[config.mk]
export PLATFORM = sky130hd
export DESIGN_NAME = dmem_access_ctrl
export DESIGN_NICKNAME = d
export VERILOG_FILES = /design/src/rtl/dmem_access_ctrl.sv
export SDC_FILE = /design/constraint.sdc
export NUM_CORES = 1
export LEC_CHECK = 0
export ABC_AREA = 1
export BUFFER_PORTS_ARGS = -buffer_cell sky130_fd_sc_hd__buf_4
export CORE_ASPECT_RATIO = 1.75
export CORE_MARGIN = 1
export CORE_UTILIZATION = 40
export DETAILED_ROUTE_END_ITERATION = 10
export PLACE_DENSITY = 0.68
export SLEW_MARGIN = 20
export SYNTH_ARGS = -nofsm -noshare
export SYNTH_HDL_FRONTEND = slang
export SYNTH_SLANG_ARGS = --single-unit
[constraint.sdc]
create_clock -name clk -period 3.1 [get_ports clk]
set_input_delay 0.775 -clock clk [delete_from_list [all_inputs] [get_ports clk]]
set_output_delay 0.775 -clock clk [all_outputs]
set_load 0.02 [all_outputs]
[src/rtl/dmem_access_ctrl.sv]
// Two-port data-memory access controller: arbitrates p0/p1, checks alignment/width/range, runs one access per
// transaction (ack in cycle 1, done in cycle 2, one transaction per 3 cycles); requesters hold req until ack.
module dmem_access_ctrl #(
  parameter int unsigned ADDR_LIMIT = 1024,
  parameter bit          FAIR       = 1'b1
) (
  input  logic        clk,
  input  logic        rst_n,
  input  logic        p0_req,
  input  logic        p0_we,
  input  logic [1:0]  p0_width,
  input  logic        p0_sign,
  input  logic [31:0] p0_addr,
  input  logic [31:0] p0_wdata,
  output logic        p0_ack,
  output logic        p0_done,
  output logic [31:0] p0_rdata,
  output logic        p0_err,
  input  logic        p1_req,
  input  logic        p1_we,
  input  logic [1:0]  p1_width,
  input  logic        p1_sign,
  input  logic [31:0] p1_addr,
  input  logic [31:0] p1_wdata,
  output logic        p1_ack,
  output logic        p1_done,
  output logic [31:0] p1_rdata,
  output logic        p1_err,
  output logic        mem_we,
  output logic [1:0]  mem_width,
  output logic        mem_sign,
  output logic [31:0] mem_addr,
  output logic [31:0] mem_wdata,
  input  logic [31:0] mem_rdata
);

  typedef enum logic [1:0] {IDLE, ACCESS, RESP} state_t;

  typedef struct packed {
    logic        we;
    logic [1:0]  width;
    logic        sign;
    logic [31:0] addr;
    logic [31:0] wdata;
  } req_t;

  state_t      state, state_nxt;
  req_t        req_sel, req_q;
  logic        grant, port_q, last_q;
  logic        err_sel, err_q;
  logic [2:0]  nbytes;
  logic [32:0] end_addr;
  logic [31:0] p0_rdata_q, p1_rdata_q;
  logic        p0_err_q, p1_err_q;

  // grant: 0 selects p0, 1 selects p1; only meaningful when some req is high
  always_comb begin
    grant = p1_req;
    if (p0_req && p1_req) grant = FAIR ? ~last_q : 1'b0;
    req_sel = grant ? {p1_we, p1_width, p1_sign, p1_addr, p1_wdata}
                    : {p0_we, p0_width, p0_sign, p0_addr, p0_wdata};
    case (req_sel.width)
      2'b01:   nbytes = 3'd2;
      2'b11:   nbytes = 3'd4;
      default: nbytes = 3'd1;
    endcase
    // 33-bit end address so that wrap past 0xFFFFFFFF is caught as out of range
    end_addr = {1'b0, req_sel.addr} + {30'd0, nbytes} - 33'd1;
    err_sel  = (req_sel.width == 2'b10)
             | ((req_sel.width == 2'b01) & req_sel.addr[0])
             | ((req_sel.width == 2'b11) & (req_sel.addr[1:0] != 2'b00))
             | (end_addr >= 33'(ADDR_LIMIT));
  end

  always_comb begin
    state_nxt = state;
    case (state)
      IDLE:    if (p0_req || p1_req) state_nxt = ACCESS;
      ACCESS:  state_nxt = RESP;
      RESP:    state_nxt = IDLE;
      default: state_nxt = IDLE;
    endcase
  end

  always_ff @(posedge clk or negedge rst_n) begin
    if (!rst_n) state <= IDLE;
    else        state <= state_nxt;
  end

  always_ff @(posedge clk or negedge rst_n) begin
    if (!rst_n) begin
      req_q      <= '0;
      port_q     <= 1'b0;
      last_q     <= 1'b1;
      err_q      <= 1'b0;
      p0_rdata_q <= '0;
      p1_rdata_q <= '0;
      p0_err_q   <= 1'b0;
      p1_err_q   <= 1'b0;
    end else begin
      if (state == IDLE && (p0_req || p1_req)) begin
        req_q  <= req_sel;
        port_q <= grant;
        last_q <= grant;
        err_q  <= err_sel;
      end
      // stores and rejected requests report zero data
      if (state == ACCESS) begin
        if (port_q) begin
          p1_rdata_q <= (req_q.we || err_q) ? 32'd0 : mem_rdata;
          p1_err_q   <= err_q;
        end else begin
          p0_rdata_q <= (req_q.we || err_q) ? 32'd0 : mem_rdata;
          p0_err_q   <= err_q;
        end
      end
    end
  end

  assign p0_ack   = (state == ACCESS) & ~port_q;
  assign p1_ack   = (state == ACCESS) &  port_q;
  assign p0_done  = (state == RESP)   & ~port_q;
  assign p1_done  = (state == RESP)   &  port_q;
  assign p0_rdata = p0_rdata_q;
  assign p1_rdata = p1_rdata_q;
  assign p0_err   = p0_err_q;
  assign p1_err   = p1_err_q;

  assign mem_we    = (state == ACCESS) & req_q.we & ~err_q;
  assign mem_width = req_q.width;
  assign mem_sign  = req_q.sign;
  assign mem_addr  = req_q.addr;
  assign mem_wdata = req_q.wdata;

endmodule

### Word-level counts from Yosys, hierarchy flattened

Cells that the tools add are included.
W data, S select, Z words.

| operators by class | value |
|---|---|
| add/subtract/negate cells | 2 |
| multiply operators | 0 |
| div/mod/pow operators | 0 |
| $lt $le $gt $ge | 1 |
| equality and inequality tests | 6 |
| shift-type cells | 0 |
| mux-type cells | 6 |
| bitwise logic cells | 14 |
| reduce and logical (&&, ||, !) cells | 8 |

Operators with widths:

| cell | count |
|---|---|
| $mux W68 | 1 |
| $add A32 B3 Y33 | 1 |
| $ge A33 B11 Y1 const B | 1 |
| $sub A33 B1 Y33 const B | 1 |
| $mux W32 | 1 |
| $and A1 B1 Y1 | 8 |
| $eq A2 B2 Y1 const B | 3 |
| $pmux W3 S2 | 1 |
| $eq A2 B1 Y1 const B | 2 |
| $pmux W2 S2 | 1 |
| $reduce_and A2 Y1 | 2 |
| $not A1 Y1 | 3 |
| $or A1 B1 Y1 | 3 |
| $logic_and A1 B1 Y1 | 2 |
| $logic_not A2 Y1 | 1 |
| $logic_or A1 B1 Y1 | 2 |
| $mux W2 | 1 |
| $ne A2 B2 Y1 const B | 1 |
| $reduce_bool A2 Y1 | 1 |
| $mux W1 | 1 |

| storage, ports and cells | value |
|---|---|
| register bits | 139 |
| latch bits | 0 |
| bits in writable memories | 0 |
| ROM bits | 0 |
| bits of input ports | 172 |
| output and inout port bits | 138 |
| word-level logic and storage cells | 50 |
| memories | 0 |

### Longest topological paths before layout

Gate-level depths: netlist of the first run.

| depth | value |
|---|---|
| word-level depth | 9 |
| gate-level depth with buffers | 27 |
| mapped depth without buffers | 27 |

### Least setup slack after synthesis of the first run

Ideal clock, no wire load.

| timing path | value |
|---|---|
| kind | in2reg |
| from | in p0_req |
| to | reg err_q |
| library setup time | 117 ps |
| data arrival time | 3,397 ps |
| data required time | 2,983 ps |
| slack | -413 ps |
| cell stages on the path | 21 |
| path buffers | 2 |
| cells stage by stage | nand2_1 > nand2_2 > clkbuf_1 > buf_2 > mux2i_1 > ha_1 > fa_1 > inv_1 > nand3_1 > nand3_1 > nand2_1 > nand2_1 > nand3_1 > nand3_1 > nand2_1 > nor2_1 > nand2_1 > nor2_2 > nand2_1 > nor2_1 > nor2_1 |

| on the way | value |
|---|---|
| longest elaborated chain between the ends | 9 |
| elaborated cells on any way between the ends | 18 |
| those cells by class | add/sub (2); order compare (1); eq/ne (3); mux (3); bitwise (5); reduce/logical (4) |

RTL lines:

| what | RTL line | RTL |
|---|---|---|
| start: declaration | 9 | `input logic p0_req,` |
| $logic_and A1 B1 Y1 | 59 | `if (p0_req && p1_req) grant = FAIR ? ~last_q : 1'b0;` |
| $mux W1 | 59 |  |
| $mux W68 | 60 | `req_sel = grant ? {p1_we, p1_width, p1_sign, p1_addr, p1_wdata}` |
| $eq A2 B2 Y1 or $eq A2 B1 Y1 (tied branches) | 62, 71, 70 |  |
| $pmux W3 S2 | 62 | `case (req_sel.width)` |
| $add A32 B3 Y33 | 68 | `end_addr = {1'b0, req_sel.addr} + {30'd0, nbytes} - 33'd1;` |
| $sub A33 B1 Y33 | 68 |  |
| $ge A33 B11 Y1 | 72 | `\| (end_addr >= 33'(ADDR_LIMIT));` |
| $or A1 B1 Y1 | 72 |  |
| end signal: assignment | 105 | `err_q <= err_sel;` |
| end: declaration | 50 | `logic err_sel, err_q;` |

Parallel ways exist; a longest one is shown, timed or not.
A chain may end at the register's enable or synchronous reset.

### Worst setup path in the final report of the first run

| timing path | value |
|---|---|
| from | reg last_q |
| to | reg err_q |

| on the way | value |
|---|---|
| longest elaborated chain between the ends | 9 |
| elaborated cells on any way between the ends | 16 |
| those cells by class | add/sub (2); order compare (1); eq/ne (3); mux (3); bitwise (6); reduce/logical (1) |

RTL lines:

| what | RTL line | RTL |
|---|---|---|
| start: declaration | 49 | `logic grant, port_q, last_q;` |
| start signal: assignment | 104 | `last_q <= grant;` |
| $not A1 Y1 (*) | 59 |  |
| $mux W1 (*) | 59 |  |
| $mux W68 (*) | 60 |  |
| $eq A2 B2 Y1 or $eq A2 B1 Y1 (tied branches) | 62, 71, 70 |  |
| $pmux W3 S2 | 62 |  |
| $add A32 B3 Y33 | 68 |  |
| $sub A33 B1 Y33 | 68 |  |
| $ge A33 B11 Y1 | 72 |  |
| $or A1 B1 Y1 (*) | 72 |  |

Every way passes the cells marked *; elsewhere a longest branch is shown, timed or not.

==> impl_metrics.xml, run 1 <==
<?xml version="1.0" encoding="UTF-8"?>
<metrics>
  <group name="routing">
    <metric name="route.detailed.vias_per_inst" unit="">4.79</metric>
    <metric name="detail_route.first_pass.iterations" unit="">6</metric>
    <metric name="drc" unit="">0</metric>
    <metric name="antenna_left" unit="">0</metric>
    <metric name="routedWlPerCell" unit="um">15.5</metric>
    <metric name="drt_iter0_drc" unit="">545</metric>
    <metric name="via_count" unit="">10100</metric>
    <metric name="postRouteWirelength" unit="um">32500</metric>
  </group>
  <group name="sta">
    <metric name="setup_repair_after_global_routing_missed_its_margin" unit="">true</metric>
    <metric name="finalCriticalPeriod" unit="ns">3.20</metric>
    <metric name="finalCritPeriodShare" unit="%">103</metric>
    <metric name="timing.final.setup_violations" unit="">1</metric>
    <metric name="report.final.slew_viol_count" unit="">0</metric>
    <metric name="fin_ws" unit="ns">-0.0983</metric>
    <metric name="finalHoldViolations" unit="">0</metric>
    <metric name="skew" unit="ns">0.00897</metric>
    <metric name="tightest_slew" unit="ns">0.561</metric>
    <metric name="relSlewSlack" unit="%">62.5</metric>
    <metric name="max_freq" unit="GHz">0.313</metric>
  </group>
  <group name="die">
    <metric name="total_die_area" unit="um^2">24300</metric>
    <metric name="initial_core_util" unit="%">40.6</metric>
    <metric name="io_pins" unit="">310</metric>
    <metric name="die_width" unit="um">118</metric>
    <metric name="placeableCoreArea" unit="um^2">23300</metric>
    <metric name="rows" unit="">74</metric>
    <metric name="dieHeight" unit="um">206</metric>
  </group>
  <group name="synth">
    <metric name="ranking_of_synthesized_cells_by_area" unit="">dfrtp_1 (36%), nand2_1 (22%), inv_1 (8.0%)</metric>
    <metric name="netlist_top_cells_count" unit="">nand2_1 (547), inv_1 (202), dfrtp_1 (138), o21ai_0 (132), nor2_1 (125)</metric>
    <metric name="number_of_enable_type_register_cells_in_the_synthesized_netlist" unit="">0</metric>
    <metric name="ys_types" unit="">35</metric>
    <metric name="async_reset_ff_share" unit="%">100</metric>
    <metric name="ys_seq_elements" unit="">139</metric>
    <metric name="synthDominantAreaCellType" unit="">dfrtp_1</metric>
    <metric name="ys_dominant_reg_cell" unit="">dfrtp_1</metric>
    <metric name="post_synth.cell_area_avg" unit="um^2">6.55</metric>
    <metric name="syn-num-nets" unit="">1654</metric>
    <metric name="yosys.area.top_type_share" unit="%">36.4</metric>
    <metric name="synthCells" unit="">1447</metric>
    <metric name="synth_seq_area_share" unit="%">36.7</metric>
    <metric name="synth_most_common_cell" unit="">nand2_1</metric>
    <metric name="mappedNetlistArea" unit="um^2">9480</metric>
    <metric name="yosysWarnings" unit="">0</metric>
  </group>
  <group name="clock_tree">
    <metric name="clkSinkCount" unit="">139</metric>
    <metric name="numCtsBuffers" unit="">17</metric>
    <metric name="cts_root_buf" unit="">clkbuf_16</metric>
    <metric name="worst_skew_pair.late_latency" unit="ns">0.44</metric>
    <metric name="clock_tree_buf_depth" unit="">2</metric>
    <metric name="cts_tree" unit="">done</metric>
    <metric name="cts_htree_levels" unit="">4</metric>
    <metric name="cts_hold_buf" unit="">0</metric>
    <metric name="clk_transition_reported_paths" unit="ns">0.06</metric>
  </group>
  <group name="critical_path">
    <metric name="nature_of_the_critical_path_endpoint" unit="">flop</metric>
    <metric name="crit_fanout" unit="">7</metric>
    <metric name="crit_required" unit="ns">3.43</metric>
    <metric name="worst-setup-path-type" unit="">flop to flop</metric>
    <metric name="reg2regPathDepth" unit="">23</metric>
    <metric name="crit_chain" unit="">nand2_8 -&gt; nand2_8 -&gt; buf_12 -&gt; buf_12 -&gt; nand2_4 -&gt; o21ai_4 -&gt; ha_4 -&gt; inv_2 -&gt; ha_4 -&gt; inv_2 -&gt; fa_2 -&gt; inv_2 -&gt; nand3_1 -&gt; nand3_1 -&gt; nand2_1 -&gt; nand2_1 -&gt; nand3_2 -&gt; nor2_1 -&gt; nand2_1 -&gt; nor2_2 -&gt; nand2_1 -&gt; nor2_1 -&gt; nor2_1</metric>
    <metric name="startpoint" unit="">last_q</metric>
    <metric name="critical-path-slowest-cell" unit="">dfstp_2</metric>
    <metric name="cp-start-kind" unit="">flop</metric>
    <metric name="worst-path-buf-inv" unit="">5</metric>
    <metric name="ff2ff_setup_slack" unit="ns">-0.1</metric>
    <metric name="cp_common_cell" unit="">nand2_1</metric>
    <metric name="critical_path.max_stage_delay" unit="ns">0.58</metric>
    <metric name="cpLargestDelayFamily" unit="">simple AND/OR/NAND/NOR gates</metric>
    <metric name="worst-endpoint-arrival" unit="ns">3.53</metric>
    <metric name="reg2reg_to" unit="">err_q</metric>
    <metric name="critical_path.reg2reg.startpoint" unit="">last_q</metric>
  </group>
  <group name="cells_and_area">
    <metric name="total_area_of_multi_input_combinational_cells" unit="um^2">5110</metric>
    <metric name="sequential_cell_area" unit="um^2">3480</metric>
    <metric name="antenna-diode-count" unit="">0</metric>
    <metric name="post_route_cells_drive_above_1_share" unit="%">34.8</metric>
    <metric name="area_delta_synth_final" unit="%">45.0</metric>
    <metric name="final_net_count" unit="">1995</metric>
    <metric name="fillerInstances" unit="">2234</metric>
    <metric name="final_cell_count_no_fill" unit="">2105</metric>
  </group>
  <group name="global_routing">
    <metric name="antenna_found_initial" unit="">0</metric>
    <metric name="globalRouteTotalUtil" unit="%">26.7</metric>
    <metric name="number_of_global_route_vias_before_repair" unit="">10000</metric>
    <metric name="grt_max_degree" unit="">52</metric>
    <metric name="grt_overflow" unit="">0</metric>
    <metric name="wire_length_of_the_first_global_routing_pass" unit="um">49800</metric>
  </group>
  <group name="placement">
    <metric name="placement.io_buffers" unit="">309</metric>
    <metric name="dpl.hpwl" unit="um">24900</metric>
    <metric name="placed_cells_incl_taps" unit="">2063</metric>
    <metric name="globalplace.congestion" unit="">0.959</metric>
  </group>
  <group name="pwr">
    <metric name="power.total" unit="mW">11.5</metric>
    <metric name="max-vdd-ir-drop" unit="uV">426</metric>
    <metric name="p_leak" unit="nW">7.77</metric>
    <metric name="cellPowerDensity" unit="nW/um^2">834</metric>
  </group>
  <group name="job">
    <metric name="drv.max_cap_violation_count" unit="">0</metric>
  </group>
  <group name="run_status">
    <metric name="outcome" unit="">finished, violations left</metric>
    <metric name="failed_checks" unit="">setup timing</metric>
  </group>
  <group name="min_path">
    <metric name="hold_path.class" unit="">input port to asynchronous set/reset pin</metric>
  </group>
</metrics>
-- area by class of cell --
type	instances	share of cell area (%)
multi-input cells	985	37.2
clock buffers	19	3.15
repair buffers	431	24.4
inverters	214	5.94
clock inverters	13	1.21
flip-flops and latches	139	25.3
well taps	304	2.77
-- how the worst max path moves through the flow --
stage	end	slack (ns)	cells past startpoint
after CTS	err_q	-0.1	23
after global placement	err_q	-0.77	25
after detailed placement	err_q	-0.77	25
after global routing	err_q	-0.29	23
final	err_q	-0.1	23
after floorplan	err_q	-0.04	21
-- per-stage QoR --
step / setup slack (ns) / TNS, ns / utilization [%] / hold slack (ns) / instance area (um^2)
finish: -0.0983 / -0.0983 / 58.9 / 0.199 / 13700
global route: -0.294 / -0.294 / 58.9 / 0.199 / 13700
CTS: -0.0994 / -0.0994 / 57.9 / 0.192 / 13500
detailed placement: -0.772 / -0.772 / 53.8 / 0.457 / 12600
global placement: -0.769 / -0.769 / 53.8 / 0.449 / 12600
floorplan: -0.0363 / -0.0363 / - / 0.435 / 9600
-- power breakdown --
group / leakage [nW] / total [mW] / switching [mW] / internal, mW
Sequential: 1.79 / 2.82 / 0.366 / 2.45
Combinational: 5.70 / 6.53 / 3.88 / 2.64
Clock: 0.284 / 2.11 / 0.840 / 1.27
-- repair_timing --
| action | in CTS | in global routing |
|---|---|---|
| setup buffers | 8 | 1 |
| endpoints found under the hold margin | 0 | 0 |
| cloned | 1 | 0 |
| setup endpoints to repair | 1 | 1 |
| gates resized for setup | 65 | 50 |
| pin swaps | 13 | 6 |
-- layout by cell type, fill, tap and decap left out, types with 3 or more instances in the layout --
cell / instances
a21oi_1: 11
a21oi_2: 10
buf_12: 7
buf_4: 421
bufinv_16: 3
clkbuf_16: 17
clkinv_1: 4
clkinvlp_4: 3
dfrtp_1: 138
ha_1: 10
ha_2: 3
ha_4: 21
inv_1: 193
inv_2: 16
inv_6: 3
nand2_1: 529
nand2_2: 30
nand2_4: 4
nand3_1: 32
nand3_2: 5
nand3b_1: 5
nand4_1: 9
nor2_1: 114
nor2_2: 15
nor2_4: 6
nor3_1: 3
o21ai_0: 109
o21ai_1: 5
o21ai_2: 17
o21ai_4: 4
or2_2: 27
-- logic make-up (layout without fill, tap and decap cells) --
family | count (synthesis) | after routing | share of synthesized area (%)
xor gates and xnor gates | 2 | 2 | 0.185
adders and majority gates | 35 | 35 | 4.70
DFF | 139 | 139 | 36.7
muxes | 2 | 2 | 0.211
AOI/OAI and AO/OA | 161 | 161 | 8.73
and+or+nand+nor | 785 | 785 | 34.0
buffers and inverters | 323 | 677 | 15.4
-- metal layers --
layer	share of wire (%)	track usage (%)	up-vias
li1	-	-	5009
met1	36	26.4	4623
met2	54	50.5	347
met3	4.9	5.02	112
met4	5.4	17.6	0
met5	0	0	-
-- registers in the layout (all words and copies together) (netlist names) --
register and flops:
err_q 1, last_q 1, mem_addr 32, mem_sign 1, mem_wdata 32, mem_width 2
p0_err 1, p0_rdata 32, p1_err 1, p1_rdata 32, port_q 1, req_q 1
state 2
No activity file was read; power rests on OpenSTA's default activity.
==> run 2: changes to the inputs <==
--- a/config.mk
+++ b/config.mk
@@ -13,4 +13,5 @@
 export DETAILED_ROUTE_END_ITERATION = 10
 export PLACE_DENSITY = 0.68
+export SETUP_SLACK_MARGIN = 0.02
 export SLEW_MARGIN = 20
 export SYNTH_ARGS = -nofsm -noshare
==> constraint.sdc (replaced) <==
create_clock -name clk -period 3.1 [get_ports clk]
set_input_delay 0.775 -clock clk [delete_from_list [all_inputs] [get_ports clk]]
set_output_delay 0.775 -clock clk [all_outputs]
set_load 0.1 [all_outputs]
==> impl_metrics.xml, run 2 (synthesis gave the netlist of run 1 again) <==
<?xml version="1.0" encoding="UTF-8"?>
<metrics>
  <group name="global_routing">
    <metric name="wire_length_of_the_first_global_routing_pass" unit="um">48900</metric>
    <metric name="antenna_found_initial" unit="">1</metric>
    <metric name="globalRouteTotalUtil" unit="%">26.1</metric>
    <metric name="grt_max_degree" unit="">94</metric>
    <metric name="grt_overflow" unit="">0</metric>
    <metric name="number_of_global_route_vias_before_repair" unit="">9831</metric>
  </group>
  <group name="critical_path">
    <metric name="critical_path.reg2reg.startpoint" unit="">last_q</metric>
    <metric name="crit_chain" unit="">nand2_4 -&gt; nand2_8 -&gt; buf_12 -&gt; buf_6 -&gt; mux2i_4 -&gt; ha_4 -&gt; fa_2 -&gt; inv_2 -&gt; buf_6 -&gt; nand2_4 -&gt; nand3_4 -&gt; buf_4 -&gt; buf_4 -&gt; xnor2_1 -&gt; nand4_1 -&gt; nor2_1 -&gt; nand2_1 -&gt; nand3_1 -&gt; nor2_1 -&gt; nor2_1</metric>
    <metric name="cp_common_cell" unit="">nor2_1</metric>
    <metric name="cp-start-kind" unit="">flop</metric>
    <metric name="worst-endpoint-arrival" unit="ns">3.59</metric>
    <metric name="crit_fanout" unit="">6</metric>
    <metric name="worst-setup-path-type" unit="">flop to flop</metric>
    <metric name="reg2regPathDepth" unit="">20</metric>
    <metric name="crit_required" unit="ns">3.49</metric>
    <metric name="critical_path.max_stage_delay" unit="ns">0.59</metric>
    <metric name="nature_of_the_critical_path_endpoint" unit="">flop</metric>
    <metric name="critical-path-slowest-cell" unit="">dfstp_2</metric>
    <metric name="startpoint" unit="">last_q</metric>
  </group>
  <group name="sta">
    <metric name="finalCriticalPeriod" unit="ns">3.21</metric>
    <metric name="report.final.slew_viol_count" unit="">0</metric>
    <metric name="finalHoldViolations" unit="">0</metric>
    <metric name="max_freq" unit="GHz">0.312</metric>
    <metric name="setup_repair_after_global_routing_missed_its_margin" unit="">true</metric>
    <metric name="tightest_slew" unit="ns">0.764</metric>
    <metric name="finalCritPeriodShare" unit="%">103</metric>
    <metric name="setup_tns_final" unit="ns">-0.108</metric>
    <metric name="relSlewSlack" unit="%">48.9</metric>
    <metric name="skew" unit="ns">0.00908</metric>
    <metric name="timing.final.setup_violations" unit="">1</metric>
    <metric name="fin_ws" unit="ns">-0.108</metric>
  </group>
  <group name="pwr">
    <metric name="p_leak" unit="nW">7.98</metric>
    <metric name="cellPowerDensity" unit="nW/um^2">1090</metric>
    <metric name="max-vdd-ir-drop" unit="uV">942</metric>
  </group>
  <group name="clock_tree">
    <metric name="cts_root_buf" unit="">clkbuf_16</metric>
    <metric name="numCtsBuffers" unit="">17</metric>
    <metric name="cts_hold_buf" unit="">0</metric>
    <metric name="cts_tree" unit="">done</metric>
    <metric name="clock_tree_buf_depth" unit="">2</metric>
    <metric name="worst_skew_pair.late_latency" unit="ns">0.45</metric>
    <metric name="clkSinkCount" unit="">139</metric>
    <metric name="cts_htree_levels" unit="">4</metric>
    <metric name="clk_transition_reported_paths" unit="ns">0.06</metric>
  </group>
  <group name="cells_and_area">
    <metric name="final_standard_cell_area_without_fillers" unit="um^2">14300</metric>
    <metric name="final_net_count" unit="">2008</metric>
    <metric name="layout_common_cells" unit="">nand2_1 (499), buf_4 (431), inv_1 (185)</metric>
    <metric name="layout_commonest_cell" unit="">nand2_1</metric>
    <metric name="final_cell_count_no_fill" unit="">2119</metric>
    <metric name="post_route_cells_drive_above_1_share" unit="%">39.3</metric>
    <metric name="area_delta_synth_final" unit="%">51.1</metric>
  </group>
  <group name="routing">
    <metric name="drt_iter0_drc" unit="">608</metric>
    <metric name="wirelength_met1" unit="um">11800</metric>
    <metric name="dr_wl_met3" unit="um">1730</metric>
    <metric name="maxUsedRoutingLayer" unit="">met4</metric>
    <metric name="drc" unit="">0</metric>
    <metric name="via_count" unit="">10300</metric>
    <metric name="routedWlPerCell" unit="um">15.6</metric>
    <metric name="postRouteWirelength" unit="um">33000</metric>
    <metric name="detail_route.first_pass.iterations" unit="">5</metric>
    <metric name="antenna_left" unit="">0</metric>
    <metric name="met2WireLength" unit="um">18300</metric>
    <metric name="route.detailed.vias_per_inst" unit="">4.85</metric>
  </group>
  <group name="min_path">
    <metric name="hold_path.class" unit="">input port to asynchronous set/reset pin</metric>
  </group>
  <group name="placement">
    <metric name="placement.io_buffers" unit="">309</metric>
    <metric name="placed_cells_incl_taps" unit="">2063</metric>
    <metric name="dpl.hpwl" unit="um">24500</metric>
    <metric name="globalplace.congestion" unit="">0.934</metric>
    <metric name="placedInstanceArea" unit="um^2">12400</metric>
  </group>
  <group name="run_status">
    <metric name="outcome" unit="">finished, violations left</metric>
    <metric name="failed_checks" unit="">setup timing</metric>
  </group>
  <group name="die">
    <metric name="dieHeight" unit="um">206</metric>
    <metric name="rows" unit="">74</metric>
    <metric name="placeableCoreArea" unit="um^2">23300</metric>
    <metric name="io_pins" unit="">310</metric>
    <metric name="die_width" unit="um">118</metric>
    <metric name="initial_core_util" unit="%">40.6</metric>
    <metric name="total_die_area" unit="um^2">24300</metric>
  </group>
  <group name="job">
    <metric name="drv.max_cap_violation_count" unit="">0</metric>
  </group>
</metrics>
[run 2: cell types whose count changed in the layout (fill, tap and decap cells not counted), sizes merged]
cell	change
clkinv	+1
diode	+1
bufbuf	-1
clkinvlp	-1
buf	+13
clkbuf	+1
[run 2: layout make-up]
cell class | instances | area (um^2)
timing repair inverter | 1 | 3.75
clock inverter | 12 | 163
multi-input combinational | 985 | 5590
sequential | 139 | 3480
clock buffer | 20 | 447
fill | 2093 | 9010
timing repair buffer | 443 | 3440
tap | 304 | 380
antenna | 1 | 2.50
inverter | 214 | 813
[run 2: per-stage QoR]
| stage | worst slack (ns) | total power, mW | hold WS, ns | util (%) |
|---|---|---|---|---|
| 6_report | -0.108 | 15.7 | 0.288 | 61.4 |
| 5_1_grt | -0.232 | 16.5 | 0.330 | 61.4 |
| 4_1_cts | -0.185 | 15.0 | 0.299 | 57.3 |
| 3_5_place_dp | -0.683 | 12.6 | 0.459 | 53.3 |
| 2_1_floorplan | -0.286 | 10.5 | 0.435 | - |
| 3_3_place_gp | -0.702 | 12.5 | 0.448 | 53.3 |
[run 2: path summary, 6_finish.rpt]
kind / endpoint / slack [ns]
hold / removal: p1_rdata[22] / 0.29
setup reg to reg: err_q / -0.11
min in group clk: state[1] / 0.46
setup / recovery: err_q / -0.11
hold reg to reg: state[1] / 0.46
max in group asynchronous: mem_wdata[20] / 2.01
[run 2: critical path: cells and delay by family, from the launching register on]
kind                     cells  cell delay (ns)
flip-flops                   1             0.59
XOR/XNOR                     1             0.10
multiplexers                 1             0.28
buffers and inverters        6             0.65
AND/OR/NAND/NOR             10             0.86
adder cells (fa/ha/maj)      2             0.66
[run 2: per-layer routing]
metal / global-route usage (%) / vias to the layer above
met1: 26.3 / 4770
met4: 13.2 / 0
met2: 50.5 / 358
met5: 0 / -
li1: - / 5057
met3: 5.07 / 84
[run 2: what timing repair did]
item | CTS | global route
cloned | 2 | 0
gates resized for setup | 58 | 197
pin swaps | 26 | 56
buffers inserted | 8 | 13
setup endpoints to repair | 1 | 1
[run 2: power by group]
group          internal, mW  switching, mW  leakage [nW]
Clock                  1.29          0.849         0.291
Sequential             2.45          0.379          1.79
Combinational          2.87           7.84          5.90
Total                  6.61           9.06          7.98
==> run 3: changes to the inputs <==
ABC_AREA = not set   (was 1)
PLACE_DENSITY = 0.69   (was 0.68)
==> impl_metrics.xml, run 3 <==
<?xml version="1.0" encoding="UTF-8"?>
<metrics>
  <group name="sta">
    <metric name="skew" unit="ns">0.00890</metric>
    <metric name="relSlewSlack" unit="%">40.0</metric>
    <metric name="fin_ws" unit="ns">-0.938</metric>
    <metric name="max_freq" unit="GHz">0.248</metric>
    <metric name="finalHoldViolations" unit="">0</metric>
    <metric name="report.final.slew_viol_count" unit="">0</metric>
    <metric name="tightest_slew" unit="ns">0.900</metric>
    <metric name="finalCriticalPeriod" unit="ns">4.04</metric>
    <metric name="setup_repair_after_global_routing_missed_its_margin" unit="">true</metric>
    <metric name="timing.final.setup_violations" unit="">1</metric>
    <metric name="finalCritPeriodShare" unit="%">130</metric>
  </group>
  <group name="pwr">
    <metric name="p_leak" unit="nW">6.12</metric>
    <metric name="cellPowerDensity" unit="nW/um^2">1020</metric>
    <metric name="max-vdd-ir-drop" unit="uV">762</metric>
  </group>
  <group name="critical_path">
    <metric name="cpLargestDelayFamily" unit="">simple AND/OR/NAND/NOR gates</metric>
    <metric name="nature_of_the_critical_path_endpoint" unit="">flop</metric>
    <metric name="crit_fanout" unit="">9</metric>
    <metric name="crit_chain" unit="">buf_4 -&gt; a21boi_4 -&gt; buf_12 -&gt; buf_12 -&gt; mux2i_2 -&gt; buf_4 -&gt; inv_1 -&gt; ha_1 -&gt; o211ai_1 -&gt; a211oi_4 -&gt; or2_4 -&gt; o41ai_4 -&gt; nor4b_4 -&gt; o32ai_2 -&gt; or4_1 -&gt; nor4_2 -&gt; a21oi_1</metric>
    <metric name="worst-setup-path-type" unit="">input port to flop</metric>
    <metric name="critical-path-slowest-cell" unit="">or4_1</metric>
    <metric name="worst-path-buf-inv" unit="">5</metric>
    <metric name="crit_required" unit="ns">3.41</metric>
    <metric name="critical_path.max_stage_delay" unit="ns">0.55</metric>
    <metric name="cp-start-kind" unit="">input port</metric>
    <metric name="worst-endpoint-arrival" unit="ns">4.35</metric>
  </group>
  <group name="synth">
    <metric name="yosysWarnings" unit="">0</metric>
    <metric name="ys_dominant_reg_cell" unit="">dfrtp_1</metric>
    <metric name="async_reset_ff_share" unit="%">100</metric>
    <metric name="mappedNetlistArea" unit="um^2">8540</metric>
    <metric name="ys_seq_elements" unit="">139</metric>
    <metric name="synthDominantAreaCellType" unit="">dfrtp_1</metric>
    <metric name="yosys.area.top_type_share" unit="%">40.5</metric>
    <metric name="synth_seq_area_share" unit="%">40.8</metric>
    <metric name="ranking_of_synthesized_cells_by_area" unit="">dfrtp_1 (40%), mux2i_1 (8.1%), nand2_1 (6.1%)</metric>
    <metric name="synthCells" unit="">992</metric>
    <metric name="syn-num-nets" unit="">1199</metric>
    <metric name="post_synth.cell_area_avg" unit="um^2">8.60</metric>
    <metric name="number_of_enable_type_register_cells_in_the_synthesized_netlist" unit="">0</metric>
    <metric name="synth_most_common_cell" unit="">nand2_1</metric>
    <metric name="netlist_top_cells_count" unit="">nand2_1 (139), dfrtp_1 (138), a21oi_1 (101), nor2_1 (89), o21ai_0 (84)</metric>
    <metric name="ys_types" unit="">69</metric>
  </group>
  <group name="cells_and_area">
    <metric name="layout_common_cells" unit="">buf_4 (472), dfrtp_1 (138), nand2_1 (137)</metric>
    <metric name="utilization_of_the_core_after_routing" unit="%">59.9</metric>
    <metric name="layout_commonest_cell" unit="">buf_4</metric>
    <metric name="final_net_count" unit="">1576</metric>
    <metric name="post_route_cells_drive_above_1_share" unit="%">40.1</metric>
    <metric name="area_delta_synth_final" unit="%">47.0</metric>
  </group>
  <group name="routing">
    <metric name="antenna_left" unit="">0</metric>
    <metric name="route.detailed.vias_per_inst" unit="">5.13</metric>
    <metric name="drt_iter0_drc" unit="">481</metric>
    <metric name="postRouteWirelength" unit="um">27900</metric>
    <metric name="via_count" unit="">8379</metric>
    <metric name="drc" unit="">0</metric>
    <metric name="routedWlPerCell" unit="um">17.1</metric>
    <metric name="detail_route.first_pass.iterations" unit="">5</metric>
  </group>
  <group name="placement">
    <metric name="globalplace.congestion" unit="">0.971</metric>
    <metric name="place_ws" unit="ns">-1.42</metric>
    <metric name="dpl.hpwl" unit="um">22100</metric>
    <metric name="placement.io_buffers" unit="">309</metric>
  </group>
  <group name="die">
    <metric name="initial_core_util" unit="%">40.8</metric>
    <metric name="die_width" unit="um">112</metric>
    <metric name="dieHeight" unit="um">195</metric>
    <metric name="io_pins" unit="">310</metric>
    <metric name="placeableCoreArea" unit="um^2">20900</metric>
    <metric name="rows" unit="">70</metric>
    <metric name="total_die_area" unit="um^2">22000</metric>
  </group>
  <group name="job">
    <metric name="drv.max_cap_violation_count" unit="">0</metric>
  </group>
  <group name="global_routing">
    <metric name="wire_length_of_the_first_global_routing_pass" unit="um">42900</metric>
    <metric name="number_of_global_route_vias_before_repair" unit="">8390</metric>
    <metric name="globalRouteTotalUtil" unit="%">25.4</metric>
    <metric name="grt_max_degree" unit="">74</metric>
    <metric name="antenna_found_initial" unit="">0</metric>
    <metric name="grt_overflow" unit="">0</metric>
  </group>
  <group name="clock_tree">
    <metric name="worst_skew_pair.late_latency" unit="ns">0.43</metric>
    <metric name="numCtsBuffers" unit="">17</metric>
    <metric name="clkSinkCount" unit="">139</metric>
    <metric name="cts_tree" unit="">done</metric>
    <metric name="clk_transition_reported_paths" unit="ns">0.06</metric>
    <metric name="cts_root_buf" unit="">clkbuf_16</metric>
    <metric name="cts_hold_buf" unit="">0</metric>
    <metric name="cts_htree_levels" unit="">4</metric>
    <metric name="clock_tree_buf_depth" unit="">2</metric>
  </group>
  <group name="run_status">
    <metric name="failed_checks" unit="">setup timing</metric>
    <metric name="outcome" unit="">finished, violations left</metric>
  </group>
  <group name="min_path">
    <metric name="hold_path.class" unit="">input port to asynchronous set/reset pin</metric>
  </group>
</metrics>
## run 3: cell count changes in the layout (fill, tap and decap cells not counted), sizes merged, moves of 12 or more
cell,previous run,this run
nand2,565,139
inv,213,56
a21oi,21,104
mux2i,2,69
nor2,135,89
o21ai,135,93
buf,443,477
or2,27,1
nand3,38,16
a211oi,0,12
## run 3: worst paths after layout
path | startpoint | depth (start not counted) | to | slack, ns
hold reg to reg | p0_rdata[19] | 2 | p0_rdata[19] | 0.48
setup / recovery | p0_req | 17 | err_q | -0.94
max in group asynchronous | rst_n | 2 | mem_addr[22] | 1.97
min in group clk | p0_rdata[19] | 2 | p0_rdata[19] | 0.48
hold / removal | rst_n | 1 | p1_rdata[0] | 0.31
setup reg to reg | last_q | 16 | err_q | -0.87
## run 3: stage by stage
step / hold WS (ns) / TNS, ns / total power, mW / instance area, um^2 / instances
3_5_place_dp: 0.469 / -1.42 / 10.6 / 11700 / 1596
2_1_floorplan: 0.459 / -1.01 / 8.93 / 8580 / 992
6_report: 0.308 / -0.938 / 12.8 / 12500 / 1633
3_3_place_gp: 0.464 / -1.42 / 10.6 / 11700 / 1596
4_1_cts: 0.318 / -0.894 / 12.8 / 12400 / 1629
5_1_grt: 0.353 / -1.10 / 13.4 / 12500 / 1632
## run 3: worst reg2reg max path: stages (launching register included)
cell and delay [ns]:
dfstp_2 0.56, a21boi_4 0.06, buf_12 0.15, buf_12 0.15, mux2i_2 0.18, buf_4 0.16
inv_1 0.04, ha_1 0.28, o211ai_1 0.33, a211oi_4 0.06, or2_4 0.29, o41ai_4 0.42
nor4b_4 0.28, o32ai_2 0.11, or4_1 0.55, nor4_2 0.15, a21oi_1 0.09
## run 3: timing repair
action | 4_1_cts | 5_1_grt
gates resized for setup | 13 | 18
setup endpoints to repair | 1 | 1
cloned | 0 | 1
pin swaps | 3 | 9
buffers inserted | 3 | 2
## run 3: cell type report
type | count | area [um^2]
Clock buffer | 21 | 480
Clock inverter | 9 | 111
Tap cell | 252 | 315
Inverter | 54 | 203
Fill cell | 1872 | 8390
Timing Repair Buffer | 478 | 3650
Antenna cell | 1 | 2.50
Multi-Input combinational cell | 679 | 4300
Sequential cell | 139 | 3480
## run 3: cells by family after synthesis
group | share of synthesized area (%)
xor+xnor | 0.513
flops | 40.8
compound gates | 18.5
mux | 8.49
buf+inv | 10.8
simple gates | 15.7
fa+ha+maj | 5.22
## run 3: where the power goes
part           switching (mW)  internal, mW  total [mW]
registers               0.288          2.33        2.62
logic                    5.88          2.25        8.13
clock network           0.791          1.26        2.05
## run 3: metal layers
| metal | up-vias | wire length (um) | track usage, % |
|---|---|---|---|
| met5 | - | 0 | 0 |
| li1 | 4120 | - | - |
| met4 | 0 | 1200 | 13.1 |
| met1 | 3914 | 10000 | 25.6 |
| met3 | 69 | 1120 | 4.38 |
| met2 | 276 | 15500 | 49.2 |
